$ cat config.mk
export PLATFORM = sky130hd
export DESIGN_NAME = lsu_mem_port_flat
export DESIGN_NICKNAME = d
export VERILOG_FILES = /design/src/rtl/lsu_mem_port_pkg.sv /design/src/rtl/lsu_mem_port_if.sv /design/src/rtl/lsu_mem_port_access_check.sv /design/src/rtl/lsu_mem_port.sv /design/src/flat_wrapper.sv
export SDC_FILE = /design/constraint.sdc
export NUM_CORES = 1
export LEC_CHECK = 0
export BUFFER_PORTS_ARGS = -buffer_cell sky130_fd_sc_hd__clkbuf_2
export CAP_MARGIN = 20
export CORE_MARGIN = 3
export CORE_UTILIZATION = 47
export DETAILED_ROUTE_END_ITERATION = 8
export PLACE_DENSITY_LB_ADDON = 0.25
export SYNTH_ARGS = -nofsm -noshare
export SYNTH_HDL_FRONTEND = slang
export SYNTH_SLANG_ARGS = --single-unit
$ cat constraint.sdc
create_clock -name clk -period 2.66 [get_ports clk]
set_input_delay 0.133 -clock clk [delete_from_list [all_inputs] [get_ports clk]]
set_output_delay 0.133 -clock clk [all_outputs]
set_load 0.02 [all_outputs]
$ cat src/rtl/lsu_mem_port_pkg.sv
// Package for the MEM-stage load/store port.
// Holds the funct3 / load-type / store-type encodings, exception cause codes,
// FSM state encoding and the access-check result type shared by the LSU files.
package lsu_mem_port_pkg;

    // funct3 encodings. Memory load/store types reuse the same values.
    localparam logic [2:0] F3_B  = 3'b000;
    localparam logic [2:0] F3_H  = 3'b001;
    localparam logic [2:0] F3_W  = 3'b010;
    localparam logic [2:0] F3_BU = 3'b100;
    localparam logic [2:0] F3_HU = 3'b101;

    // Load type presented to memory on cycles that do not issue a load.
    localparam logic [2:0] LT_NONE = 3'b111;

    // mcause-style exception codes.
    localparam logic [3:0] CAUSE_ILLEGAL     = 4'd2;
    localparam logic [3:0] CAUSE_LD_MISALIGN = 4'd4;
    localparam logic [3:0] CAUSE_ST_MISALIGN = 4'd6;

    typedef enum logic [1:0] {
        ST_IDLE     = 2'd0,
        ST_LD_WAIT  = 2'd1,
        ST_RSP_HOLD = 2'd2
    } lsu_state_e;

    typedef struct packed {
        logic       fault;
        logic [3:0] cause;
    } access_chk_t;

    // Access size is carried in funct3[1:0]: 00 byte, 01 half, 10 word.
    function automatic logic is_misaligned(input logic [2:0] funct3, input logic [1:0] addr_lo);
        case (funct3[1:0])
            2'b01:   return addr_lo[0];
            2'b10:   return addr_lo != 2'b00;
            default: return 1'b0;
        endcase
    endfunction

endpackage

$ cat src/rtl/lsu_mem_port_if.sv
// Interface bundling the LSU request, WB response, exception and data memory
// signals of lsu_mem_port.
//   slave  : the LSU itself (takes requests, drives response/exception/memory)
//   master : the surrounding pipeline and data memory
interface lsu_mem_port_if;
    // Request from the pipeline
    logic        req_valid;
    logic        req_ready;
    logic        req_is_load;
    logic        req_is_store;
    logic [2:0]  req_funct3;
    logic [31:0] req_addr;
    logic [31:0] req_wdata;
    logic [4:0]  req_rd;
    // Load response to WB
    logic        rsp_valid;
    logic        rsp_ready;
    logic [31:0] rsp_rdata;
    logic [4:0]  rsp_rd;
    // Exception report
    logic        exc_valid;
    logic [3:0]  exc_cause;
    logic [31:0] exc_addr;
    // Data memory port
    logic        mem_we;
    logic [31:0] mem_addr;
    logic [31:0] mem_wdata;
    logic [2:0]  mem_load_type;
    logic [2:0]  mem_store_type;
    logic [31:0] mem_rdata;

    modport slave (
        input  req_valid, req_is_load, req_is_store, req_funct3, req_addr, req_wdata, req_rd,
        output req_ready,
        output rsp_valid, rsp_rdata, rsp_rd,
        input  rsp_ready,
        output exc_valid, exc_cause, exc_addr,
        output mem_we, mem_addr, mem_wdata, mem_load_type, mem_store_type,
        input  mem_rdata
    );

    modport master (
        output req_valid, req_is_load, req_is_store, req_funct3, req_addr, req_wdata, req_rd,
        input  req_ready,
        input  rsp_valid, rsp_rdata, rsp_rd,
        output rsp_ready,
        input  exc_valid, exc_cause, exc_addr,
        input  mem_we, mem_addr, mem_wdata, mem_load_type, mem_store_type,
        output mem_rdata
    );
endinterface

$ cat src/rtl/lsu_mem_port_access_check.sv
// Combinational legality / alignment check for one load or store request.
// Ports:
//   is_load, is_store : operation kind (neither = no-op, never faults)
//   funct3            : RV funct3 of the access
//   addr_lo           : low two bits of the effective address
//   chk               : fault flag plus cause code (illegal funct3 wins over
//                       misalignment, since an illegal funct3 has no size)
module lsu_mem_port_access_check
    import lsu_mem_port_pkg::*;
(
    input  logic        is_load,
    input  logic        is_store,
    input  logic [2:0]  funct3,
    input  logic [1:0]  addr_lo,
    output access_chk_t chk
);

    logic f3_legal;
    logic misaligned;

    always_comb begin
        f3_legal = 1'b1;
        if (is_load) begin
            f3_legal = funct3 inside {F3_B, F3_H, F3_W, F3_BU, F3_HU};
        end else if (is_store) begin
            f3_legal = funct3 inside {F3_B, F3_H, F3_W};
        end

        misaligned = (is_load | is_store) & f3_legal & is_misaligned(funct3, addr_lo);

        chk.fault = ~f3_legal | misaligned;
        if (!f3_legal) begin
            chk.cause = CAUSE_ILLEGAL;
        end else if (is_load) begin
            chk.cause = CAUSE_LD_MISALIGN;
        end else begin
            chk.cause = CAUSE_ST_MISALIGN;
        end
    end

endmodule

$ cat src/rtl/lsu_mem_port.sv
// MEM-stage load/store initiator for the RV32IM pipeline.
// Accepts one request per valid/ready handshake, rejects illegal or misaligned
// accesses with a one-cycle exception pulse, issues stores in the accept cycle
// (one per cycle) and loads with a response to WB the cycle after accept.
// Ports:
//   clk    : clock, rising edge
//   rst    : asynchronous active-low reset
//   flush  : kills a pending load response and blocks acceptance
//   bus    : request / response / exception / data memory bundle (slave side)
//   ld_cnt : completed aligned loads (wraps)
//   st_cnt : issued aligned stores (wraps)
module lsu_mem_port
    import lsu_mem_port_pkg::*;
#(
    parameter int CNT_W = 32
) (
    input  logic             clk,
    input  logic             rst,
    input  logic             flush,
    lsu_mem_port_if.slave    bus,
    output logic [CNT_W-1:0] ld_cnt,
    output logic [CNT_W-1:0] st_cnt
);

    lsu_state_e       state_reg;
    logic [31:0]      hold_rdata_reg;
    logic [4:0]       rsp_rd_reg;
    logic             exc_valid_reg;
    logic [3:0]       exc_cause_reg;
    logic [31:0]      exc_addr_reg;
    logic [CNT_W-1:0] ld_cnt_reg;
    logic [CNT_W-1:0] st_cnt_reg;

    access_chk_t chk;
    logic        req_ready_w;
    logic        accept;
    logic        issue_load;
    logic        issue_store;
    logic        exc_fire;

    lsu_mem_port_access_check u_check (
        .is_load  (bus.req_is_load),
        .is_store (bus.req_is_store),
        .funct3   (bus.req_funct3),
        .addr_lo  (bus.req_addr[1:0]),
        .chk      (chk)
    );

    always_comb begin
        req_ready_w = (state_reg == ST_IDLE) & ~flush;
        accept      = bus.req_valid & req_ready_w;
        issue_load  = accept & bus.req_is_load & ~chk.fault;
        // Load takes precedence should both kind bits ever be set.
        issue_store = accept & bus.req_is_store & ~bus.req_is_load & ~chk.fault;
        exc_fire    = accept & chk.fault;
    end

    // Memory side: stores and load types go out in the accept cycle itself;
    // address and data simply follow the request inputs.
    assign bus.req_ready      = req_ready_w;
    assign bus.mem_we         = issue_store;
    assign bus.mem_addr       = bus.req_addr;
    assign bus.mem_wdata      = bus.req_wdata;
    assign bus.mem_store_type = bus.req_funct3;
    assign bus.mem_load_type  = issue_load ? bus.req_funct3 : LT_NONE;

    // In LD_WAIT the memory's registered data is forwarded live; afterwards the
    // memory re-registers every cycle, so a stalled response comes from the
    // hold register captured on the LD_WAIT edge.
    assign bus.rsp_valid = (state_reg != ST_IDLE) & ~flush;
    assign bus.rsp_rdata = (state_reg == ST_LD_WAIT) ? bus.mem_rdata : hold_rdata_reg;
    assign bus.rsp_rd    = rsp_rd_reg;

    assign bus.exc_valid = exc_valid_reg;
    assign bus.exc_cause = exc_cause_reg;
    assign bus.exc_addr  = exc_addr_reg;

    assign ld_cnt = ld_cnt_reg;
    assign st_cnt = st_cnt_reg;

    always_ff @(posedge clk or negedge rst) begin
        if (!rst) begin
            state_reg      <= ST_IDLE;
            hold_rdata_reg <= '0;
            rsp_rd_reg     <= '0;
            exc_valid_reg  <= 1'b0;
            exc_cause_reg  <= '0;
            exc_addr_reg   <= '0;
            ld_cnt_reg     <= '0;
            st_cnt_reg     <= '0;
        end else begin
            exc_valid_reg <= exc_fire;
            if (exc_fire) begin
                exc_cause_reg <= chk.cause;
                exc_addr_reg  <= bus.req_addr;
            end

            if (issue_store) begin
                st_cnt_reg <= st_cnt_reg + CNT_W'(1);
            end

            case (state_reg)
                ST_IDLE: begin
                    if (issue_load) begin
                        rsp_rd_reg <= bus.req_rd;
                        state_reg  <= ST_LD_WAIT;
                    end
                end
                ST_LD_WAIT: begin
                    // flush beats rsp_ready: the response is dropped uncounted.
                    if (flush) begin
                        state_reg <= ST_IDLE;
                    end else if (bus.rsp_ready) begin
                        state_reg  <= ST_IDLE;
                        ld_cnt_reg <= ld_cnt_reg + CNT_W'(1);
                    end else begin
                        hold_rdata_reg <= bus.mem_rdata;
                        state_reg      <= ST_RSP_HOLD;
                    end
                end
                ST_RSP_HOLD: begin
                    if (flush) begin
                        state_reg <= ST_IDLE;
                    end else if (bus.rsp_ready) begin
                        state_reg  <= ST_IDLE;
                        ld_cnt_reg <= ld_cnt_reg + CNT_W'(1);
                    end
                end
                default: state_reg <= ST_IDLE;
            endcase
        end
    end

endmodule
$ cat src/flat_wrapper.sv
// flat-port wrapper written by rule: the top's interface ports become plain ports
module lsu_mem_port_flat import lsu_mem_port_pkg::*;
#(
    parameter int CNT_W = 32
)
  (clk, rst, flush, ld_cnt, st_cnt, bus_req_valid, bus_req_is_load, bus_req_is_store, bus_req_funct3, bus_req_addr, bus_req_wdata, bus_req_rd, bus_req_ready, bus_rsp_valid, bus_rsp_rdata, bus_rsp_rd, bus_rsp_ready, bus_exc_valid, bus_exc_cause, bus_exc_addr, bus_mem_we, bus_mem_addr, bus_mem_wdata, bus_mem_load_type, bus_mem_store_type, bus_mem_rdata);
  lsu_mem_port_if bus_i ();
  input  logic clk;
  input  logic rst;
  input  logic flush;
  output logic [CNT_W-1:0] ld_cnt;
  output logic [CNT_W-1:0] st_cnt;
  input wire logic [$bits(bus_i.req_valid)-1:0] bus_req_valid;
  input wire logic [$bits(bus_i.req_is_load)-1:0] bus_req_is_load;
  input wire logic [$bits(bus_i.req_is_store)-1:0] bus_req_is_store;
  input wire logic [$bits(bus_i.req_funct3)-1:0] bus_req_funct3;
  input wire logic [$bits(bus_i.req_addr)-1:0] bus_req_addr;
  input wire logic [$bits(bus_i.req_wdata)-1:0] bus_req_wdata;
  input wire logic [$bits(bus_i.req_rd)-1:0] bus_req_rd;
  output wire logic [$bits(bus_i.req_ready)-1:0] bus_req_ready;
  output wire logic [$bits(bus_i.rsp_valid)-1:0] bus_rsp_valid;
  output wire logic [$bits(bus_i.rsp_rdata)-1:0] bus_rsp_rdata;
  output wire logic [$bits(bus_i.rsp_rd)-1:0] bus_rsp_rd;
  input wire logic [$bits(bus_i.rsp_ready)-1:0] bus_rsp_ready;
  output wire logic [$bits(bus_i.exc_valid)-1:0] bus_exc_valid;
  output wire logic [$bits(bus_i.exc_cause)-1:0] bus_exc_cause;
  output wire logic [$bits(bus_i.exc_addr)-1:0] bus_exc_addr;
  output wire logic [$bits(bus_i.mem_we)-1:0] bus_mem_we;
  output wire logic [$bits(bus_i.mem_addr)-1:0] bus_mem_addr;
  output wire logic [$bits(bus_i.mem_wdata)-1:0] bus_mem_wdata;
  output wire logic [$bits(bus_i.mem_load_type)-1:0] bus_mem_load_type;
  output wire logic [$bits(bus_i.mem_store_type)-1:0] bus_mem_store_type;
  input wire logic [$bits(bus_i.mem_rdata)-1:0] bus_mem_rdata;
  assign bus_i.req_valid = bus_req_valid;
  assign bus_i.req_is_load = bus_req_is_load;
  assign bus_i.req_is_store = bus_req_is_store;
  assign bus_i.req_funct3 = bus_req_funct3;
  assign bus_i.req_addr = bus_req_addr;
  assign bus_i.req_wdata = bus_req_wdata;
  assign bus_i.req_rd = bus_req_rd;
  assign bus_req_ready = bus_i.req_ready;
  assign bus_rsp_valid = bus_i.rsp_valid;
  assign bus_rsp_rdata = bus_i.rsp_rdata;
  assign bus_rsp_rd = bus_i.rsp_rd;
  assign bus_i.rsp_ready = bus_rsp_ready;
  assign bus_exc_valid = bus_i.exc_valid;
  assign bus_exc_cause = bus_i.exc_cause;
  assign bus_exc_addr = bus_i.exc_addr;
  assign bus_mem_we = bus_i.mem_we;
  assign bus_mem_addr = bus_i.mem_addr;
  assign bus_mem_wdata = bus_i.mem_wdata;
  assign bus_mem_load_type = bus_i.mem_load_type;
  assign bus_mem_store_type = bus_i.mem_store_type;
  assign bus_i.mem_rdata = bus_mem_rdata;
  lsu_mem_port #(.CNT_W(CNT_W)) u_core (.clk(clk), .rst(rst), .flush(flush), .bus(bus_i), .ld_cnt(ld_cnt), .st_cnt(st_cnt));
endmodule
# --- Word level (Yosys, flattened, before mapping) ---
# Index checks and enable logic that the tools add are counted.
classes:
  n_addsub: 2
  n_bitwise: 18
  n_mux: 13
  eq_ne: 10
  n_reduce_logical: 11
op_table:
  columns: ["op", "n"]
  rows:
  - ["$add 32x1->32 const B", 2]
  - ["$mux 32", 1]
  - ["$mux 2", 6]
  - ["$and 1x1->1", 11]
  - ["$eq 3x3->1 const B", 2]
  - ["$mux 3", 2]
  - ["$pmux 2 s3", 1]
  - ["$reduce_and 3->1", 2]
  - ["$not 1->1", 5]
  - ["$reduce_bool 5->1", 1]
  - ["$eq 2x1->1 const B", 2]
  - ["$eq 2x2->1 const B", 2]
  - ["$reduce_and 2->1", 2]
  - ["$reduce_bool 2->1", 2]
  - ["$eq 3x1->1 const B", 1]
  - ["$eq 3x2->1 const B", 1]
  - ["$logic_not 3->1", 1]
  - ["$ne 3x3->1 const B", 1]
  - ["$reduce_bool 3->1", 1]
  - ["$logic_not 2->1", 1]
  - ["$mux 1", 2]
  - ["$ne 2x1->1 const B", 1]
  - ["$or 1x1->1", 2]
  - ["$pmux 1 s2", 1]
  - ["$reduce_or 2->1", 1]
totals:
  reg_bits: 140
  wordCells: 62

# --- Depth between registers and ports, before layout ---
depth:
  depth_word: 11
  depth_mapped: 9

# --- By module ---
# A second synthesis with hierarchy kept.
hier_totals:
  hier_cells: 576
  hier_area_um2: 7053.0
modules_own_cells:
  columns: ["mod", "n_inst", "seq_area_each_um2", "cells_each", "area_each_um2"]
  rows:
  - ["lsu_mem_port", 1, 3503.4, 552, 6880.3]
  - ["lsu_mem_port_access_check", 1, 0.0, 24, 172.7]

# --- Worst setup path before layout ---
# OpenSTA, ideal clock, no wires.
synth_timing:
  path_kind: "register to register"
  startpoint: "register u_core.state_reg[1]"
  endpoint: "register u_core.hold_rdata_reg[0]"
  slack_ns: 0.679
  stages_incl_launch_ff: 7
  t_arrival_ns: 1.857
  required_time_ns: 2.535
  path_cell_list: "dfrtp_1 > inv_1 > ha_1 > clkbuf_1 > nor3b_1 > buf_2 > mux2_2"
synth_via:
  elab_chain_cells: 2
synth_rtl:
  columns: ["item", "line", "source"]
  rows:
  - ["from (decl)", "lsu_mem_port.sv:25", "lsu_state_e state_reg;"]
  - ["from (signal assigned)", "lsu_mem_port.sv:83", "state_reg <= ST_IDLE;"]
  - ["from (signal assigned)", "lsu_mem_port.sv:106", "state_reg <= ST_LD_WAIT;"]
  - ["from (signal assigned)", "lsu_mem_port.sv:112", "state_reg <= ST_IDLE;"]
  - ["$eq 2x1->1", "lsu_mem_port.sv:102", "case (state_reg)"]
  - ["$reduce_and 3->1 (no line)", null, null]
  - ["to (signal assigned)", "lsu_mem_port.sv:117", "hold_rdata_reg <= bus.mem_rdata;"]
  - ["to (decl)", "lsu_mem_port.sv:26", "logic [31:0] hold_rdata_reg;"]
# Every way passes these cells.
# A chain may end at the register's enable or synchronous reset.

# --- Worst setup path in the final report ---
layout_timing:
  startpoint: "register u_core.state_reg[0]"
  endpoint: "output port bus_mem_load_type[2]"
layout_via:
  elab_chain_cells: 6
layout_rtl:
  columns: ["item", "line", "source"]
  rows:
  - ["$logic_not 2->1", "lsu_mem_port.sv:50", "req_ready_w = (state_reg == ST_IDLE) & ~flush;"]
  - ["$and 1x1->1", "lsu_mem_port.sv:50", null]
  - ["$and 1x1->1", "lsu_mem_port.sv:51", "accept = bus.req_valid & req_ready_w;"]
  - ["$and 1x1->1 (2 in a row)", "lsu_mem_port.sv:52", "issue_load = accept & bus.req_is_load & ~chk.fault;"]
  - ["$mux 3", "lsu_mem_port.sv:65", "assign bus.mem_load_type = issue_load ? bus.req_funct3 : LT_NONE;"]
  - ["to (decl)", "flat_wrapper.sv:31", "output wire logic [$bits(bus_i.mem_load_type)-1:0] bus_mem_load_type;"]
# Every way passes these cells.

==> flow_summary.ini <==
[cells_and_area]
final_nets = 939
mostFrequentLayoutCell = sky130_fd_sc_hd__clkbuf_2
synthToLayoutAreaGrowth_pct = 34.6
fraction_of_layout_cells_with_a_size_suffix_above_1_pct = 49.0
antenna-diode-count = 0
finished_core_util_pct = 65.0
mostFrequentLayoutCells = sky130_fd_sc_hd__clkbuf_2, sky130_fd_sc_hd__dfrtp_1, sky130_fd_sc_hd__mux2_2, sky130_fd_sc_hd__dlygate4sd3_1, sky130_fd_sc_hd__xnor2_1

[setup_path]
worst-setup-path-type = reg -> out
worstPathCellList = inv_1 -> ha_1 -> and3b_1 -> nand4_1 -> or2_2 -> clkbuf_2
start_point_of_the_critical_path = u_core.state_reg[0]
cp_data_required_time_ns = 2.53
launch_instance_of_the_worst_register_to_register_path = u_core.state_reg[0]
kind_of_end_point_of_the_critical_path = primary output
critPathCapture = bus_mem_load_type[2]
critPathTopFamily = simple AND/OR/NAND/NOR gates
critPathSlowestCell = sky130_fd_sc_hd__dfrtp_1
crit_arrival_ns = 2.30
worst-path-max-fanout = 6
regToRegEndpoint = u_core.state_reg[1]
timing.reg2reg.worst_path_depth = 7
worst-path-buf-inv = 2
timing.critical_path.slowest_cell_delay_ns = 0.39
cp_num_cells = 6
worst-r2r-setup-slack_ns = 0.40
timing.critical_path.from_type = flip-flop

[timing]
whs_ns = 0.0412
slew_violations = 0
grt_setup_unrepaired = false
finalSetupTns_ns = 0
worstMarginPinSlew_ns = 0.580
fin_crit_sh_pct = 91.5
timing.final.hold_violations = 0
timing.fmax_mhz = 411
final.setup_skew_ns = 0.00876
slew_headroom_pct = 61.4
timing.final.setup_violations = 0
worst_slack_ns = 0.225
fin_crit_ns = 2.43

[drt]
num_vias = 5114
number_of_search_and_repair_iterations_in_the_first_detailed_routing_pass = 4
routedWlPerCell_um = 16.6
drt_iter0_drc = 196
detail-route-antenna-nets = 0
detail_route.drc_violations = 0
finalWirelength_um = 16800
route.detailed.vias_per_inst = 5.05

[place]
gp_routability_congestion = 0.803
number_of_buffer_cells_added_on_primary_ports = 255
preCtsSetupSlack_ns = 0.429
place_hpwl_um = 11700

[power]
sw_frac_of_total_pct = 33.6
p_seq_share_pct = 34.4
power.total_w = 0.00879
share_clk_of_total_power_pct = 30.3
internal-power_w = 0.00584
net_switching_power_figure_w = 0.00295
cellLeakagePower_nw = 4.57
comb_power_share_pct = 35.4
ir_worst_vdd_v = 0.000618
power_density_nw_per_um2 = 967

[global_route]
grt_pass1_vias = 5408
grt_antenna_before_repair = 0
globalRouteOverflowTotal = 0
pin_count_of_the_biggest_net_entering_global_routing = 60
grt_pass1_wl_um = 27500
grtUsageTotal_pct = 21.4

[cts]
cts_sinks = 138
cts.htree.levels = 4
tritoncts = built
cts_buffer_depth = 2
cts_buffers = 17
insertion_delay_of_the_later_clocked_pin_in_the_worst_skew_pair_ns = 0.41
path_clk_slew_ns = 0.06
cts_repair_resize_count = 0
postCtsSetupRepairBufs = 0
cts.root.buffer_cell = sky130_fd_sc_hd__clkbuf_16

[yosys]
post_synth.cell_area_avg_um2 = 12.2
netlist_area_um2 = 6760
synth.ff_latch_count = 138
syn-instance-count = 554
netlist-cell-type-count = 42
synth.yosys.seq_area_share_pct = 51.1
synth_warn = 0

[floorplan]
initial_core_util_pct = 48.3
io_pins = 322
fp.dieArea_um2 = 15800
floorplan_die_height_um = 126
core_um2 = 14000
die_w_um = 126
fp_rows = 43

[flow_run]
maxCapViolations = 0

[min_path]
hold_path_class = in -> reg

[run_status]
status = complete, no violations
## how the worst min path moves through the flow
stage / from / endpoint / slack (ns) / cells after the start
final: bus_req_addr[1] / u_core.bus.exc_addr[1] / 0.04 / 2
after global routing: bus_req_addr[1] / u_core.bus.exc_addr[1] / 0.03 / 2
after CTS: bus_req_addr[1] / u_core.bus.exc_addr[1] / 0.009 / 2
after detailed placement: rst / u_core.st_cnt[22] / 0.14 / 1
after global placement: rst / u_core.st_cnt[22] / 0.14 / 1
after floorplan: rst / u_core.bus.exc_addr[0] / -0.16 / 0
## cells by family (layout without fill, tap and decap cells)
group / Yosys count / count (layout) / share of synthesized area [%]
flops: 138 / 138 / 51.1
simple gates: 135 / 135 / 11.2
mux: 104 / 104 / 17.3
buf+inv: 95 / 372 / 9.56
xor+xnor: 62 / 62 / 8.04
compound gates: 10 / 10 / 1.00
fa+ha+maj: 9 / 9 / 1.67
other cells: 1 / 2 / 0.0555
## per-layer routing
layer	global-route usage, %	vias up	wire [µm]
met5	0	-	0
met4	9.09	0	478
met3	6.06	37	1190
met2	38.0	206	8700
met1	24.2	2502	6390
li1	-	2369	-
## area by class of cell
class | instances | area, µm²
Clock buffer | 20 | 447
Clock inverter | 12 | 220
Fill cell | 1088 | 4900
Inverter | 9 | 33.8
Multi-Input combinational cell | 322 | 2670
Sequential cell | 138 | 3450
Tap cell | 180 | 225
Timing Repair Buffer | 331 | 2050
## per-stage QoR
step | area, µm² | std cells
final | 9090 | 1012
after floorplan | 6760 | 555
after global routing | 9090 | 1012
after CTS | 9090 | 1012
after global placement | 7740 | 912
after detailed placement | 7740 | 912
## cells in the mapped netlist, drive strengths merged
master   instances  area, µm²
dfrtp          138       3450
mux2           104       1170
buf             81        593
xnor2           44        385
nand2           32        120
nand4           21        131
nor2            21       78.8
xor2            18        158
nand3           17       85.1
and3            11       68.8
ha               9        113
inv              9       33.8
nor3             7       51.3
and4             5       43.8
clkbuf           5       18.8
nor4             4       46.3
and2             3       21.3
nand2b           3       18.8
a21oi            2       10.0
a31oi            2       12.5
and3b            2       17.5
nand4b           2       23.8
nor2b            2       12.5
nor3b            2       15.0
o21ai            2       10.0
or2              2       12.5
a21o             1       7.51
a2bb2oi          1       8.76
conb             1       3.75
o21a             1       7.51
o221a            1       11.3
or3              1       11.3
## power by group through the flow
stage	clock (W)	sequential, W	combinational [W]
after floorplan	0	0.00340	0.00172
after global placement	0	0.00302	0.00298
after detailed placement	0	0.00306	0.00305
after CTS	0.00272	0.00303	0.00313
after global routing	0.00282	0.00310	0.00333
final	0.00266	0.00302	0.00311
## timing repair
item | in CTS | in global routing
setup endpoints to repair | 0 | 0
hold buffers | 68 | 0
hold endpoints to repair | 124 | 0
No activity file was read; power rests on OpenSTA's default activity.
